## src/rtl/apb_switch_bank.sv

```systemverilog
// rtl/apb_switch_bank.sv - APB3 slave: debounced active-low switches, edge-enabled sticky interrupt
// Optional per-channel press counters at 0x40+4*i when SWBANK_PRESS_COUNT_EN is defined.
module apb_switch_bank #(
  parameter int NUM_SW  = 4,
  parameter int DB_BITS = 16
) (
  input  logic              PCLK,
  input  logic              PRESET,
  input  logic              PSEL,
  input  logic              PENABLE,
  input  logic              PWRITE,
  input  logic [31:0]       PADDR,
  input  logic [31:0]       PWDATA,
  output logic [31:0]       PRDATA,
  output logic              PREADY,
  output logic              PSLVERR,
  input  logic [NUM_SW-1:0] SW,
  output logic              INT
);

  localparam logic [7:0] ADDR_STATUS  = 8'h00;
  localparam logic [7:0] ADDR_RISE_EN = 8'h04;
  localparam logic [7:0] ADDR_FALL_EN = 8'h08;
  localparam logic [7:0] ADDR_PENDING = 8'h0C;
  localparam logic [7:0] ADDR_RAW     = 8'h10;

  logic [7:0]        addr;
  logic              wr_en;
  logic [NUM_SW-1:0] sync_q1, sync_q2;
  logic [NUM_SW-1:0] level, level_d, armed, differ;
  logic [NUM_SW-1:0] rise_en, fall_en, pending;
  logic [NUM_SW-1:0] rise, fall, evt, w1c;
  logic [DB_BITS-1:0] db_cnt [NUM_SW];
  logic [31:0]       cnt_rdata;
  logic              unused_bits;

  assign addr        = PADDR[7:0];
  assign wr_en       = PSEL & PENABLE & PWRITE;
  assign unused_bits = ^{PADDR[31:8], PWDATA[31:NUM_SW]};
  assign PREADY      = 1'b1;
  assign PSLVERR     = 1'b0;

  // Inverted on capture so a pressed (low) switch reads as 1 from here on.
  always_ff @(posedge PCLK) begin
    if (PRESET) begin
      sync_q1 <= '0;
      sync_q2 <= '0;
    end else begin
      sync_q1 <= ~SW;
      sync_q2 <= sync_q1;
    end
  end

  assign differ = sync_q2 ^ level;

  // armed holds off the first count so a change needs 2^DB_BITS full counted cycles
  // after it is first seen, putting the LEVEL toggle 2^DB_BITS+2 edges after capture.
  always_ff @(posedge PCLK) begin
    if (PRESET) begin
      level <= '0;
      armed <= '0;
      for (int i = 0; i < NUM_SW; i++) db_cnt[i] <= '0;
    end else begin
      armed <= differ;
      for (int i = 0; i < NUM_SW; i++) begin
        if (!differ[i]) begin
          db_cnt[i] <= '0;
        end else if (db_cnt[i] == {DB_BITS{1'b1}}) begin
          level[i]  <= ~level[i];
          db_cnt[i] <= '0;
        end else if (armed[i]) begin
          db_cnt[i] <= db_cnt[i] + DB_BITS'(1);
        end
      end
    end
  end

  assign rise = level & ~level_d;
  assign fall = ~level & level_d;
  assign evt  = (rise & rise_en) | (fall & fall_en);
  assign w1c  = (wr_en && addr == ADDR_PENDING) ? PWDATA[NUM_SW-1:0] : '0;

  // New events are OR-ed in after the clear so a coincident set wins.
  always_ff @(posedge PCLK) begin
    if (PRESET) begin
      level_d <= '0;
      rise_en <= '0;
      fall_en <= '0;
      pending <= '0;
    end else begin
      level_d <= level;
      if (wr_en && addr == ADDR_RISE_EN) rise_en <= PWDATA[NUM_SW-1:0];
      if (wr_en && addr == ADDR_FALL_EN) fall_en <= PWDATA[NUM_SW-1:0];
      pending <= (pending & ~w1c) | evt;
    end
  end

  assign INT = |pending;

`ifdef SWBANK_PRESS_COUNT_EN
  logic [7:0] press_cnt [NUM_SW];
  logic [3:0] cnt_idx;
  logic       cnt_sel;

  assign cnt_idx = addr[5:2];
  assign cnt_sel = (addr[7:6] == 2'b01) && (addr[1:0] == 2'b00) &&
                   ({1'b0, cnt_idx} < 5'(NUM_SW));

  // Counts every debounced press regardless of RISE_EN; a clear racing a press leaves 1.
  always_ff @(posedge PCLK) begin
    if (PRESET) begin
      for (int i = 0; i < NUM_SW; i++) press_cnt[i] <= '0;
    end else begin
      for (int i = 0; i < NUM_SW; i++) begin
        if (wr_en && cnt_sel && cnt_idx == 4'(i)) begin
          press_cnt[i] <= {7'd0, rise[i]};
        end else if (rise[i]) begin
          press_cnt[i] <= press_cnt[i] + 8'd1;
        end
      end
    end
  end

  assign cnt_rdata = cnt_sel ? {24'd0, press_cnt[cnt_idx]} : 32'd0;
`else
  assign cnt_rdata = 32'd0;
`endif

  always_comb begin
    PRDATA = 32'd0;
    if (PSEL) begin
      case (addr)
        ADDR_STATUS:  PRDATA = 32'(level);
        ADDR_RISE_EN: PRDATA = 32'(rise_en);
        ADDR_FALL_EN: PRDATA = 32'(fall_en);
        ADDR_PENDING: PRDATA = 32'(pending);
        ADDR_RAW:     PRDATA = 32'(sync_q2);
        default:      PRDATA = cnt_rdata;
      endcase
    end
  end

endmodule

```

## config.mk

```make
export PLATFORM = sky130hd
export DESIGN_NAME = apb_switch_bank
export DESIGN_NICKNAME = d
export VERILOG_FILES = /design/src/rtl/apb_switch_bank.sv
export SDC_FILE = /design/constraint.sdc
export NUM_CORES = 1
export LEC_CHECK = 0
export BUFFER_PORTS_ARGS = -buffer_cell sky130_fd_sc_hd__buf_4
export CORE_ASPECT_RATIO = 0.6
export CORE_UTILIZATION = 49
export CTS_CLUSTER_DIAMETER = 30
export DETAILED_ROUTE_END_ITERATION = 10
export HOLD_SLACK_MARGIN = 0.02
export MAX_ROUTING_LAYER = met4
export PLACE_DENSITY = 0.84
export SYNTH_ARGS = -nofsm -noshare
export SYNTH_HDL_FRONTEND = slang
export SYNTH_SLANG_ARGS = --single-unit
```

## constraint.sdc

```tcl
create_clock -name PCLK -period 1.9 [get_ports PCLK]
set_input_delay 0.19 -clock PCLK [delete_from_list [all_inputs] [get_ports PCLK]]
set_output_delay 0.19 -clock PCLK [all_outputs]
set_load 0.005 [all_outputs]
```

# [After elaboration in Yosys (flattened, before gate mapping)]
# Memories as Yosys holds them, arrays and structs flattened.
# Cells that the tools add are included.
# Widths: inputs -> output; s select.
[totals] reg_bits=32 ram_bits=64 latch_bits=0 rom_bits=0 memories=1
[memory_table] memory="db_cnt" words=4 word_bits=16 read_ports=4 rd_clocked_by_memory_dff=0 wr=4 line_no="33" source="logic [DB_BITS-1:0] db_cnt [NUM_SW];"
[op_classes] eq_ne=8 n_mul=0 shifts=0 mux=65 add_sub_neg=4 bitwise_logic=30 div_mod_pow=0 n_reduce_logical=9 n_lt_le_gt_ge=0
[op_table] cell="$mux 16" count=12
[op_table] cell="$add 16x1->16 const B" count=4
[op_table] cell="$eq 16x16->1 const B" count=4
[op_table] cell="$mux 1" count=50
[op_table] cell="$and 4x4->4" count=5
[op_table] cell="$pmux 4 s5" count=1
[op_table] cell="$eq 8x4->1 const B" count=2
[op_table] cell="$not 4->4" count=4
[op_table] cell="$or 1x1->1" count=12
[op_table] cell="$eq 8x3->1 const B" count=1
[op_table] cell="$eq 8x5->1 const B" count=1
[op_table] cell="$logic_not 8->1" count=1
[op_table] cell="$mux 4" count=2
[op_table] cell="$or 4x4->4" count=2
[op_table] cell="$reduce_and 2->1" count=4
[op_table] cell="$not 1->1" count=4
[op_table] cell="$reduce_or 4->1" count=1
[op_table] cell="$xor 4x4->4" count=1
[op_table] cell="$logic_and 1x1->1" count=3
[op_table] cell="$and 1x1->1" count=2

# [Logic depth before layout (Yosys ltp)]
# An unclocked memory read counts as a cell.
[depth] ltp_word=8 depth_mapped=6 mapped_depth_nobuf=5

# [Worst setup path after synthesis]
# OpenSTA, ideal clock, no wires.
[synth_path] path_kind="reg-to-reg" from="memory db_cnt[3][0]" to="memory db_cnt[3][0], enable pin" slack_ps=-163 arrival_ps=1691 setup_time_ps=372 stages_incl_launch_ff=6 path_cell_list="edfxtp_1 ha_1 inv_1 or2_2 nor3_1 or4_1"
[synth_lines] item="from (decl)" line_no="33"

# [Final worst setup path]
[layout_path] from="input port PADDR[1]" to="output port PRDATA[1]"
[layout_via] elab_chain_cells=3
[layout_lines] item="from (decl)" line_no="12" source="input logic [31:0] PADDR,"
[layout_lines] item="$eq 8x5->1 (tied with other cells)" line_no="132" source="case (addr)"
[layout_lines] item="$pmux 4 s5 (*)" line_no="132"
[layout_lines] item="$mux 4 (*)" line_no="131" source="if (PSEL) begin"
[layout_lines] item="to (decl)" line_no="14" source="output logic [31:0] PRDATA,"
# Mark *: on every way between the ends. The rest lies on a longest branch, timed or not.

==> results.tsv <==
metric	value	unit
run_status	finished, violations left	
violations_in_the_final_reports	setup timing	
routed_metal_1_wire_length	4850	um
ys_dominant_reg_cell	edfxtp_1	
cp-start-kind	input port	
tritoncts	built	
die_x	133	um
arrival	1.82	ns
area_share_of_the_largest_cell_type_after_synthesis	38.3	%
std_cell_rows	28	
clock_insertion_delay_worst_skew	0.35	ns
worstPathRequired	1.71	ns
power_leakage	0.00208	uW
antenna_found_initial	0	
timing.final.crit_period	2.01	ns
report.final.setup_viol	4	
dp_hpwl	6870	um
clk_root_buffer_cell	clkbuf_16	
floorplan.core_area	9910	um2
wl_met3	643	um
route.final.wire_length	10400	um
detail_route.drc_violations	0	
dieHeight	80.4	um
synthTopCellsByArea	edfxtp_1, dfxtp_1, xnor2_1	
power.ir.vdd_worst	0.484	mV
cts_h_tree_depth	3	
grt_first_pass_wirelength	17000	um
design.portCount	108	
synth_async_reset_ratio	0	%
kind_of_cell_adding_the_most_delay_to_the_critical_path	simple AND/OR/NAND/NOR gates	
top_layer	met4	
met2RoutedLength	4780	um
hp-class	input port to register	
setup_tns	-0.340	ns
synth_enable_flop_cells	64	
synth_cell_types	41	
synth_top_cells_by_count	nor2_1, edfxtp_1, xnor2_1, dfxtp_1, buf_4	
finalHoldViolations	0	
cts.reportedPaths.clkPinSlew	0.07	ns
place_ws	-0.157	ns
ys_seq_area_share	51.1	%
sequential_cell_area	2560	um2
post_route_cells_drive_above_1_share	18.6	%
antennaDiodeCount	0	
yosys.cell_count.top_type	nor2_1	
global_route.usage.total	20.9	%
ys_warn_count	0	
postRouteAntennaNets	0	
cts_made_buffers	9	
worstPathMaxFanout	4	
post_synth_instance_area	5010	um2
clock-sinks	96	
timing.final.max_slew_violations	0	
fmax	498	MHz
avgViaCountPerCell	5.53	
overall_overflow_remaining_after_global_route	0	
postSynthCellCount	488	
die_ar	10700	um2
timing.critical_path.buf_inv	2	
wl_per_cell	15.1	um
rsz_0062_raised_after_global_routing	true	
postSynthAreaPerCell	10.3	um2
grt_start_max_net_pins	21	
maxCapViolCount	0	
cpPeakStageDelay	0.53	ns
timing.critical_path.cells	buf_6 -> or4b_4 -> or4_4 -> o22a_1 -> a21oi_2 -> buf_4	
globalplace.congestion	0.834	
fin_skew	0.0123	ns
synth_largest_area_cell	edfxtp_1	
nFillCells	774	
start_util	50.6	%
drt_first_pass_iters	5	
io_buffer_count	25	
vias_in_the_first_global_route	3534	
layout_worst_path_cycle_share	106	%
power_density_over_the_cells	763	nW/um2
area_growth_syn_to_layout	18.7	%
critPathSlowestCell	or4b_4	
route.vias.total	3803	
synth_seq_cells	96	
endpoint_kind	output pin	
multi_input_area	2310	um2
worst-setup-path-type	input port to output pin	
fin_ws	-0.110	ns
drt_iter0_markers	288	
final_net_count	625	
cts-root-to-sink-buffers	2	
## registers in the layout, indices dropped and copies added, names as in the netlist
name and cells:
rise_en 4, pending 4, level 4, db_cnt 64, sync_q2 4, sync_q1 4
fall_en 4, armed 4, level_d 4
## timing repair
item | 4_1_cts | 5_1_grt
endpoints found under the hold margin | 4 | 0
pin swaps | 2 | 5
hold buffers | 4 | 0
gates cloned | 1 | 0
resized for setup | 6 | 9
buffers inserted | 0 | 1
endpoints found under the setup margin | 20 | 105
## metal layers
layer | vias up | track usage [%]
li1 | 1789 | -
met1 | 1862 | 27.2
met2 | 139 | 32.4
met3 | 13 | 5.18
met4 | 0 | 6.21
met5 | - | -
## worst paths after layout
| kind | start | endpoint | slack, ns | cells after the start |
|---|---|---|---|---|
| setup reg to reg | db_cnt[2][0] | db_cnt[2][14] | 0.08 | 6 |
| setup / recovery | PADDR[1] | PRDATA[1] | -0.11 | 6 |
| hold reg to reg | sync_q1[2] | sync_q2[2] | 0.44 | 1 |
| hold / removal | PWDATA[0] | fall_en[0] | 0.12 | 3 |
## cell type report
cell class / count / area share, %
flip-flops and latches: 96 / 43.1
multi-input cells: 365 / 38.9
repair buffers: 61 / 8.62
clock buffers: 10 / 3.85
well taps: 135 / 2.84
clock inverters: 6 / 1.81
inverters: 15 / 0.946
## report_power, final
group / switching [uW] / internal [uW] / total (uW) / leakage, uW
Combinational: 97.2 / 89.2 / 186 / 0.000892
Clock: 776 / 1280 / 2060 / 0.000164
Sequential: 41.8 / 2260 / 2300 / 0.00103
Total: 915 / 3630 / 4540 / 0.00208
## cells by family (layout without fill, tap and decap cells)
logic type                 Yosys count  count (layout)  share of synthesized area (%)
AOI/OAI and AO/OA                   31              31                           4.62
xor gates and xnor gates            56              56                           9.78
adders and majority gates            4               4                          0.998
buffers and inverters               56              92                           6.74
DFF                                 96              96                           51.1
muxes                               20              20                           4.04
other                                2              30                          0.150
and+or+nand+nor                    223             224                           22.6
## per-stage QoR
stage,power [uW],instance area (um2),instances,hold slack [ns],util (%)
final,4540,5950,688,0.121,60.0
after global routing,4670,5950,688,0.127,60.0
after CTS,4560,5900,687,0.117,59.5
after detailed placement,2510,5490,666,0.355,55.4
after global placement,2500,5490,666,0.350,55.4
after floorplan,2480,5140,516,0.257,-
## worst reg2reg max path, stage by stage (launching register included)
cell	delay, ns
edfxtp_1	0.39
ha_1	0.23
nand4_1	0.21
buf_4	0.22
nor4_2	0.32
xnor2_1	0.16
nor2_1	0.06
## placed cells by master (no fill, tap or decap), drive strengths merged, types with 5 or more instances in the layout
cell    synthesis  final
a21oi           8      8
buf            35     57
clkbuf          6     10
conb            2     30
dfxtp          32     32
edfxtp         64     64
inv            15     15
mux2i          18     18
nand2          25     25
nand3          23     23
nand4          18     18
nor2           91     91
nor2b          10     10
nor3           15     15
nor4           15     15
o21ai           5      5
or4             7      8
xnor2          46     46
xor2           10     10
(Power assumes the default switching activity.)
